$ cat src/rtl/div_share_arbiter.sv
// div_share_arbiter
//
// Shares one multi-cycle divider between two requesters. A round-robin
// arbiter picks a requester in IDLE and latches its operands. The FSM then
// pulses div_start for one cycle (ISSUE) and waits for div_done or a timeout
// (WAIT). It returns the result to the granted requester with a one-cycle
// resp_valid pulse (RESP).
//
// Optional feature (macro DIV_SHARE_ZERO_CHECK_EN):
//   When defined, a granted divisor of zero bypasses the divider. The block
//   goes straight from IDLE to RESP with quotient = all ones,
//   remainder = dividend and err = 1. When undefined, a zero divisor is
//   issued to the divider like any other operand.
//
// Parameters
//   DATA_W    operand/result width
//   WAIT_MAX  WAIT cycles allowed before a timeout response
//
// Ports
//   clk, rst                      clock, synchronous active-high reset
//   req[1:0]                      request levels, held until resp_valid
//   dividend0/divisor0            operands of requester 0
//   dividend1/divisor1            operands of requester 1
//   resp_valid[1:0]               one-hot response pulse
//   quotient, remainder, err      shared result buses (held until next RESP)
//   busy                          high whenever the FSM is not in IDLE
//   div_start                     one-cycle start pulse to the divider
//   div_dividend, div_divisor     registered operands to the divider
//   div_done                      divider completion level
//   div_quotient, div_remainder   divider results

module div_share_arbiter #(
    parameter int DATA_W   = 8,
    parameter int WAIT_MAX = 255
) (
    input  logic              clk,
    input  logic              rst,
    input  logic [1:0]        req,
    input  logic [DATA_W-1:0] dividend0,
    input  logic [DATA_W-1:0] divisor0,
    input  logic [DATA_W-1:0] dividend1,
    input  logic [DATA_W-1:0] divisor1,
    output logic [1:0]        resp_valid,
    output logic [DATA_W-1:0] quotient,
    output logic [DATA_W-1:0] remainder,
    output logic              err,
    output logic              busy,
    output logic              div_start,
    output logic [DATA_W-1:0] div_dividend,
    output logic [DATA_W-1:0] div_divisor,
    input  logic              div_done,
    input  logic [DATA_W-1:0] div_quotient,
    input  logic [DATA_W-1:0] div_remainder
);

    localparam int CNT_W = (WAIT_MAX < 2) ? 1 : $clog2(WAIT_MAX + 1);

    typedef enum logic [1:0] {
        IDLE  = 2'd0,
        ISSUE = 2'd1,
        WAIT  = 2'd2,
        RESP  = 2'd3
    } state_t;

    state_t            state_q, state_d;
    logic              ptr_q, ptr_d;
    logic              grant_q, grant_d;
    logic [CNT_W-1:0]  cnt_q, cnt_d;
    logic [1:0]        resp_valid_q, resp_valid_d;
    logic [DATA_W-1:0] quotient_q, quotient_d;
    logic [DATA_W-1:0] remainder_q, remainder_d;
    logic              err_q, err_d;
    logic              div_start_q, div_start_d;
    logic [DATA_W-1:0] div_dividend_q, div_dividend_d;
    logic [DATA_W-1:0] div_divisor_q, div_divisor_d;

    logic              sel;
    logic [DATA_W-1:0] sel_dividend;
    logic [DATA_W-1:0] sel_divisor;

    function automatic logic [1:0] onehot(input logic g);
        return g ? 2'b10 : 2'b01;
    endfunction

    // Round-robin pick: the pointer breaks ties only when both request.
    always_comb begin
        sel          = (req == 2'b11) ? ptr_q : req[1];
        sel_dividend = sel ? dividend1 : dividend0;
        sel_divisor  = sel ? divisor1  : divisor0;
    end

    always_comb begin
        state_d        = state_q;
        ptr_d          = ptr_q;
        grant_d        = grant_q;
        cnt_d          = cnt_q;
        resp_valid_d   = 2'b00;
        quotient_d     = quotient_q;
        remainder_d    = remainder_q;
        err_d          = err_q;
        div_start_d    = 1'b0;
        div_dividend_d = div_dividend_q;
        div_divisor_d  = div_divisor_q;

        case (state_q)
            IDLE: begin
                if (|req) begin
                    grant_d        = sel;
                    ptr_d          = ~sel;
                    div_dividend_d = sel_dividend;
                    div_divisor_d  = sel_divisor;
`ifdef DIV_SHARE_ZERO_CHECK_EN
                    if (sel_divisor == '0) begin
                        state_d      = RESP;
                        resp_valid_d = onehot(sel);
                        quotient_d   = '1;
                        remainder_d  = sel_dividend;
                        err_d        = 1'b1;
                    end else begin
                        state_d     = ISSUE;
                        div_start_d = 1'b1;
                    end
`else
                    state_d     = ISSUE;
                    div_start_d = 1'b1;
`endif
                end
            end
            ISSUE: begin
                // div_done still reflects the previous operation here, so it
                // is deliberately ignored until WAIT.
                state_d = WAIT;
                cnt_d   = '0;
            end
            WAIT: begin
                if (div_done) begin
                    state_d      = RESP;
                    resp_valid_d = onehot(grant_q);
                    quotient_d   = div_quotient;
                    remainder_d  = div_remainder;
                    err_d        = 1'b0;
                end else if (cnt_q == CNT_W'(WAIT_MAX - 1)) begin
                    // This is the WAIT_MAX-th WAIT cycle without done.
                    state_d      = RESP;
                    resp_valid_d = onehot(grant_q);
                    quotient_d   = '0;
                    remainder_d  = '0;
                    err_d        = 1'b1;
                end else begin
                    cnt_d = cnt_q + 1'b1;
                end
            end
            RESP: begin
                state_d = IDLE;
            end
            default: begin
                state_d = IDLE;
            end
        endcase
    end

    always_ff @(posedge clk) begin
        if (rst) begin
            state_q        <= IDLE;
            ptr_q          <= 1'b0;
            grant_q        <= 1'b0;
            cnt_q          <= '0;
            resp_valid_q   <= 2'b00;
            quotient_q     <= '0;
            remainder_q    <= '0;
            err_q          <= 1'b0;
            div_start_q    <= 1'b0;
            div_dividend_q <= '0;
            div_divisor_q  <= '0;
        end else begin
            state_q        <= state_d;
            ptr_q          <= ptr_d;
            grant_q        <= grant_d;
            cnt_q          <= cnt_d;
            resp_valid_q   <= resp_valid_d;
            quotient_q     <= quotient_d;
            remainder_q    <= remainder_d;
            err_q          <= err_d;
            div_start_q    <= div_start_d;
            div_dividend_q <= div_dividend_d;
            div_divisor_q  <= div_divisor_d;
        end
    end

    assign resp_valid   = resp_valid_q;
    assign quotient     = quotient_q;
    assign remainder    = remainder_q;
    assign err          = err_q;
    assign busy         = (state_q != IDLE);
    assign div_start    = div_start_q;
    assign div_dividend = div_dividend_q;
    assign div_divisor  = div_divisor_q;

endmodule

$ cat config.mk
export PLATFORM = sky130hd
export DESIGN_NAME = div_share_arbiter
export DESIGN_NICKNAME = d
export VERILOG_FILES = /design/src/rtl/div_share_arbiter.sv
export SDC_FILE = /design/constraint.sdc
export NUM_CORES = 1
export LEC_CHECK = 0
export ABC_AREA = 0
export ABC_CLOCK_PERIOD_IN_PS = 1600
export CORE_ASPECT_RATIO = 0.7
export CORE_MARGIN = 2
export CORE_UTILIZATION = 38
export DETAILED_ROUTE_END_ITERATION = 6
export PLACE_DENSITY = 0.81
export SYNTH_ARGS = -nofsm -noshare
export SYNTH_HDL_FRONTEND = slang
export SYNTH_SLANG_ARGS = --single-unit
$ cat constraint.sdc
create_clock -name clk -period 1.6 [get_ports clk]
set_input_delay 0.48 -clock clk [delete_from_list [all_inputs] [get_ports clk]]
set_output_delay 0.48 -clock clk [all_outputs]
set_load 0.01 [all_outputs]
# After elaboration in Yosys (flattened, before gate mapping)
# Index checks and enable logic that the tools add are counted.
[word_totals] inputBits=53 wordCells=54 register_bits=48 output_inout_bits=37
[classes] n_addsub=1 n_eq_ne=9 muxes=19 n_bitwise=3 reduce_logical=11
[ops] cell="$mux W8" n=7
[ops] cell="$pmux W8 S2" n=1
[ops] cell="$mux W2" n=6
[ops] cell="$add A8 B1 Y8 const B" n=1
[ops] cell="$eq A8 B8 Y1 const B" n=1
[ops] cell="$pmux W2 S4" n=1
[ops] cell="$eq A2 B2 Y1 const B" n=3
[ops] cell="$ne A2 B2 Y1 const B" n=3
[ops] cell="$reduce_and A2 Y1" n=3
[ops] cell="$reduce_bool A2 Y1" n=3
[ops] cell="$reduce_or A2 Y1" n=3
[ops] cell="$mux W1" n=4
[ops] cell="$ne A3 B3 Y1 const B" n=1
[ops] cell="$not A1 Y1" n=3
[ops] cell="$reduce_and A3 Y1" n=1
[ops] cell="$eq A2 B1 Y1 const B" n=1
[ops] cell="$logic_not A2 Y1" n=1

# Logic depth before layout (Yosys ltp)
[depth] ltp_word=4 mapped_depth=7 depth_no_buf=6

# Worst setup path after synthesis
# Ideal clock, no wire load.
[synth_path] kind="reg-to-reg" from="reg cnt_q[0]" to="reg cnt_q[6]" setup_ps=132 stages_incl_launch_ff=7 arrival_ps=1376 path_slack_ps=91 synth_period_minus_slack_ps=1509 required_ps=1468 path_buffers=0 cell_sequence="dfxtp_1 > inv_1 > ha_1 > and3_1 > or3_1 > a31oi_1 > a21oi_1"
[synth_between] elab_chain_cells=4 word_cells_on_any_way=7 classes_between="1 x add/sub; 2 x eq/ne; 3 x mux; 1 x reduce/logical"
[synth_lines] element="start: declaration" line_no="68" rtl="logic [CNT_W-1:0] cnt_q, cnt_d;"
[synth_lines] element="start signal: assignment" line_no="179" rtl="cnt_q <= cnt_d;"
[synth_lines] element="$add A8 B1 Y8" line_no="150" rtl="cnt_d = cnt_q + 1'b1;"
[synth_lines] element="$mux W8" line_no="142" rtl="end else if (cnt_q == CNT_W'(WAIT_MAX - 1)) begin"
[synth_lines] element="$mux W8" line_no="136" rtl="if (div_done) begin"
[synth_lines] element="$pmux W8 S2" line_no="105" rtl="case (state_q)"
# Several ways; a longest one is shown, not always the timed one. The select of a mux whose other input is x is not followed.
# A chain may end at the register's enable or synchronous reset.

# Worst setup path in the final report
[layout_path] from="in req[0]" to="reg div_dividend_q[5] (netlist: div_dividend[5])"
[layout_between] elab_chain_cells=3 word_cells_on_any_way=5 classes_between="1 x eq/ne; 2 x mux; 2 x reduce/logical"
[layout_lines] element="start: declaration" line_no="38" rtl="input logic [1:0] req,"
[layout_lines] element="$eq A2 B2 Y1" line_no="87" rtl="sel = (req == 2'b11) ? ptr_q : req[1];"
[layout_lines] element="$mux W1" line_no="87"
[layout_lines] element="$mux W8" line_no="88" rtl="sel_dividend = sel ? dividend1 : dividend0;"
[layout_lines] element="end signal: assignment" line_no="185" rtl="div_dividend_q <= div_dividend_d;"
[layout_lines] element="end: declaration" line_no="74" rtl="logic [DATA_W-1:0] div_dividend_q, div_dividend_d;"
# Several ways; a longest one is shown, not always the timed one.

==> impl_metrics.yaml <==
setup_path:
  required_ns: 1.80
  cpPeakStageDelay_ns: 0.43
  start_kind: "input pin"
  cp-end-kind: "flop"
  worstPathArrival_ns: 1.80
  crit_chain: "clkdlybuf4s50_1 > buf_4 > nor2_1 > nor2_4 > clkbuf_16 > a211oi_1"
  reg2regPathDepth: 8
  critPathMaxFanout: 16
  critPathKind: "input pin to flop"
  slowest_stage: "clkdlybuf4s50_1"
floorplan:
  die_x_um: 92.4
  core_mm2: 0.00526
  core.rowCount: 22
  die-area_mm2: 0.00609
  start_util: 0.395
  io_pins: 90
  die_h_um: 65.9
place:
  dp_hpwl_um: 3920
  io_buffers: 89
  gp_congestion: 0.792
  placed_cell_area_mm2: 0.00321
timing:
  worst_pin_slew_ns: 0.434
  finalHoldViolCount: 0
  period_share: 1.00
  maxSlewHeadroom: 0.710
  min_period_ns: 1.60
  slew_violations: 0
  fin_worst_skew_ns: 0.00798
  max_freq_ghz: 0.624
  setup_ws_ns: -0.00345
  rsz0062_at_grt: "true"
  setup_violations: 1
logic_synthesis:
  seq_area_frac_synth: 0.462
  synth.avg_cell_area_um2: 9.99
  synth_edf_count: 0
  synth_common_cells: "48 x dfxtp_1, 27 x nor2_1, 18 x a211oi_1, 17 x mux2i_1, 16 x a22o_1"
  yosysTopAreaCellShare: 0.462
  yosys.cell_types.count: 41
  yosys.cell_count.top_type: "dfxtp_1"
  yosysTopAreaCell: "dfxtp_1"
  syn_inst: 208
  async_reset_ff_frac: 0
  synth_ff_type: "dfxtp_1"
  synthesis.nets: 267
  ys_ff_latch: 48
  synthTopCellsByArea: "dfxtp_1 46%, mux2i_1 8.2%, a22o_1 6.7%, a211oi_1 6.5%, nor2_1 4.9%"
  syn_area_mm2: 0.00208
  ys_warn_count: 0
detailed_routing:
  drtPass1Iterations: 4
  drt_iter0_drc: 43
  ant_nets: 0
  wirelength_um: 5460
  wl_per_cell_um: 13.9
  drc: 0
  vias: 1971
  via_per_inst: 5.00
layout:
  area_growth_pct: 65.9
  final_nets: 380
  utilization: 0.656
  final_layout_size_suffix_gt1_frac: 0.174
  fin_area_mm2: 0.00345
  antenna_cells: 0
  fillCellCount: 444
worst_hold_path:
  whs_path_depth: 1
  hp-class: "flop to flop"
clock_tree:
  cts_sinks: 48
  cts_tree: "done"
  clock-root-buffer: "clkbuf_8"
  cts_buffer_depth: 2
  clkSlewWorstSetupHoldPaths_ns: 0.09
  htreeDepth: 2
  cts_inserted_buffers: 5
  holdBufCountCts: 0
  clk_latency_ns: 0.29
power:
  p_int_mw: 2.92
  p_sw_frac: 0.328
  peakVddDrop_uv: 779
  combPwrFrac: 0.441
  seqPwrFrac: 0.356
  p_switching_mw: 1.42
  power_leakage_nw: 1.54
  p_per_area_mw_per_mm2: 1260
  p_clk_frac: 0.203
run_status:
  outcome: "finished, violations left"
  violations: "negative setup slack"
global_routing:
  grt_pass1_wl_um: 8710
  grt_pass1_vias: 1968
  antenna_found_initial: 0
  gr-total-overflow: 0
  grt_usage: 0.177
  grt_max_degree: 33
flow_run:
  maxCapViolCount: 0
==> registers in the layout (all words and copies together), names as in the netlist <==
| name | cells |
|---|---|
| div_start | 1 |
| resp_valid | 2 |
| div_divisor | 8 |
| state_q | 2 |
| quotient | 8 |
| remainder | 8 |
| div_dividend | 8 |
| err | 1 |
| ptr_q | 1 |
| grant_q | 1 |
| cnt_q | 8 |
==> power groups by stage <==
stage,Combinational (mW),Clock [mW],Sequential (mW)
floorplan,0.766,0,1.65
global placement,1.75,0,1.56
detailed placement,1.80,0,1.56
CTS,1.68,0.914,1.54
global route,2.10,0.957,1.57
finish,1.91,0.881,1.54
==> critical path: cells and delay by family <==
family,cells,cell delay [ns]
AO/OA/AOI/OAI,1,0.23
buffers and inverters,3,0.77
AND/OR/NAND/NOR,2,0.32
==> stage by stage <==
| step | hold slack, ns | setup slack, ns | TNS [ns] | power (mW) | cells |
|---|---|---|---|---|---|
| global placement | 0.455 | -0.339 | -11.28 | 3.31 | 382 |
| CTS | 0.479 | 0.0242 | 0 | 4.13 | 390 |
| detailed placement | 0.453 | -0.405 | -13.28 | 3.37 | 382 |
| floorplan | 0.416 | 0.0914 | 0 | 2.42 | 208 |
| finish | 0.477 | -0.00345 | -0.00345 | 4.34 | 394 |
| global route | 0.493 | -0.0464 | -0.210 | 4.63 | 394 |
==> worst paths after layout <==
kind / startpoint / end / slack [ns]
setup reg to reg: state_q[0] / div_dividend[5] / 0.09
hold reg to reg: quotient[1] / quotient[1] / 0.48
hold / removal: quotient[1] / quotient[1] / 0.48
setup / recovery: req[0] / div_dividend[5] / -0.003
==> cells by family (layout without fill, tap and decap cells) <==
kind of cell / after synthesis / after routing / synth area share
and+or+nand+nor: 59 / 59 / 0.144
AOI/OAI and AO/OA: 57 / 57 / 0.214
DFF: 48 / 48 / 0.462
muxes: 20 / 20 / 0.0981
buffers and inverters: 18 / 132 / 0.0451
adders and majority gates: 6 / 6 / 0.0361
==> layout make-up <==
| class | instances | area (um^2) | area share |
|---|---|---|---|
| well taps | 72 | 90.1 | 0.0261 |
| flip-flops and latches | 48 | 965 | 0.280 |
| clock buffers | 5 | 68.8 | 0.0200 |
| clock inverters | 3 | 46.3 | 0.0134 |
| multi-input cells | 142 | 1100 | 0.318 |
| repair buffers | 117 | 1150 | 0.335 |
| inverters | 7 | 26.3 | 0.00762 |
==> repair_timing <==
action	in CTS	in global routing
pin swaps	1	4
hold endpoints to repair	0	0
gates cloned	0	3
setup endpoints to repair	55	15
gates resized for setup	46	15
buffers inserted	0	1
==> metal layers <==
layer	wire length [um]	share of wire	GRT usage
met3	425	0.078	0.0559
met5	0	0	0
met2	2500	0.46	0.297
met1	2520	0.46	0.226
met4	18	0.0033	0.0373
==> cells in the final DEF (no fill, tap or decap), types with 2 or more instances in the layout <==
master / instances
a211oi_1: 18
a21oi_1: 4
a22o_1: 16
a31oi_1: 3
and3_1: 2
buf_12: 3
buf_4: 20
buf_6: 2
clkbuf_16: 3
clkbuf_8: 5
clkdlybuf4s50_1: 50
dfxtp_1: 45
dfxtp_2: 3
dlygate4sd2_1: 36
dlymetal6s2s_1: 2
ha_1: 3
ha_4: 2
inv_1: 3
inv_2: 4
mux2_1: 3
mux2i_1: 17
nand2_1: 7
nand2b_1: 4
nand3_1: 6
nor2_1: 27
nor3_1: 2
nor4_1: 2
o211ai_1: 3
o21a_1: 3
o21ai_0: 2
o21ai_4: 3
(Power assumes the default switching activity.)
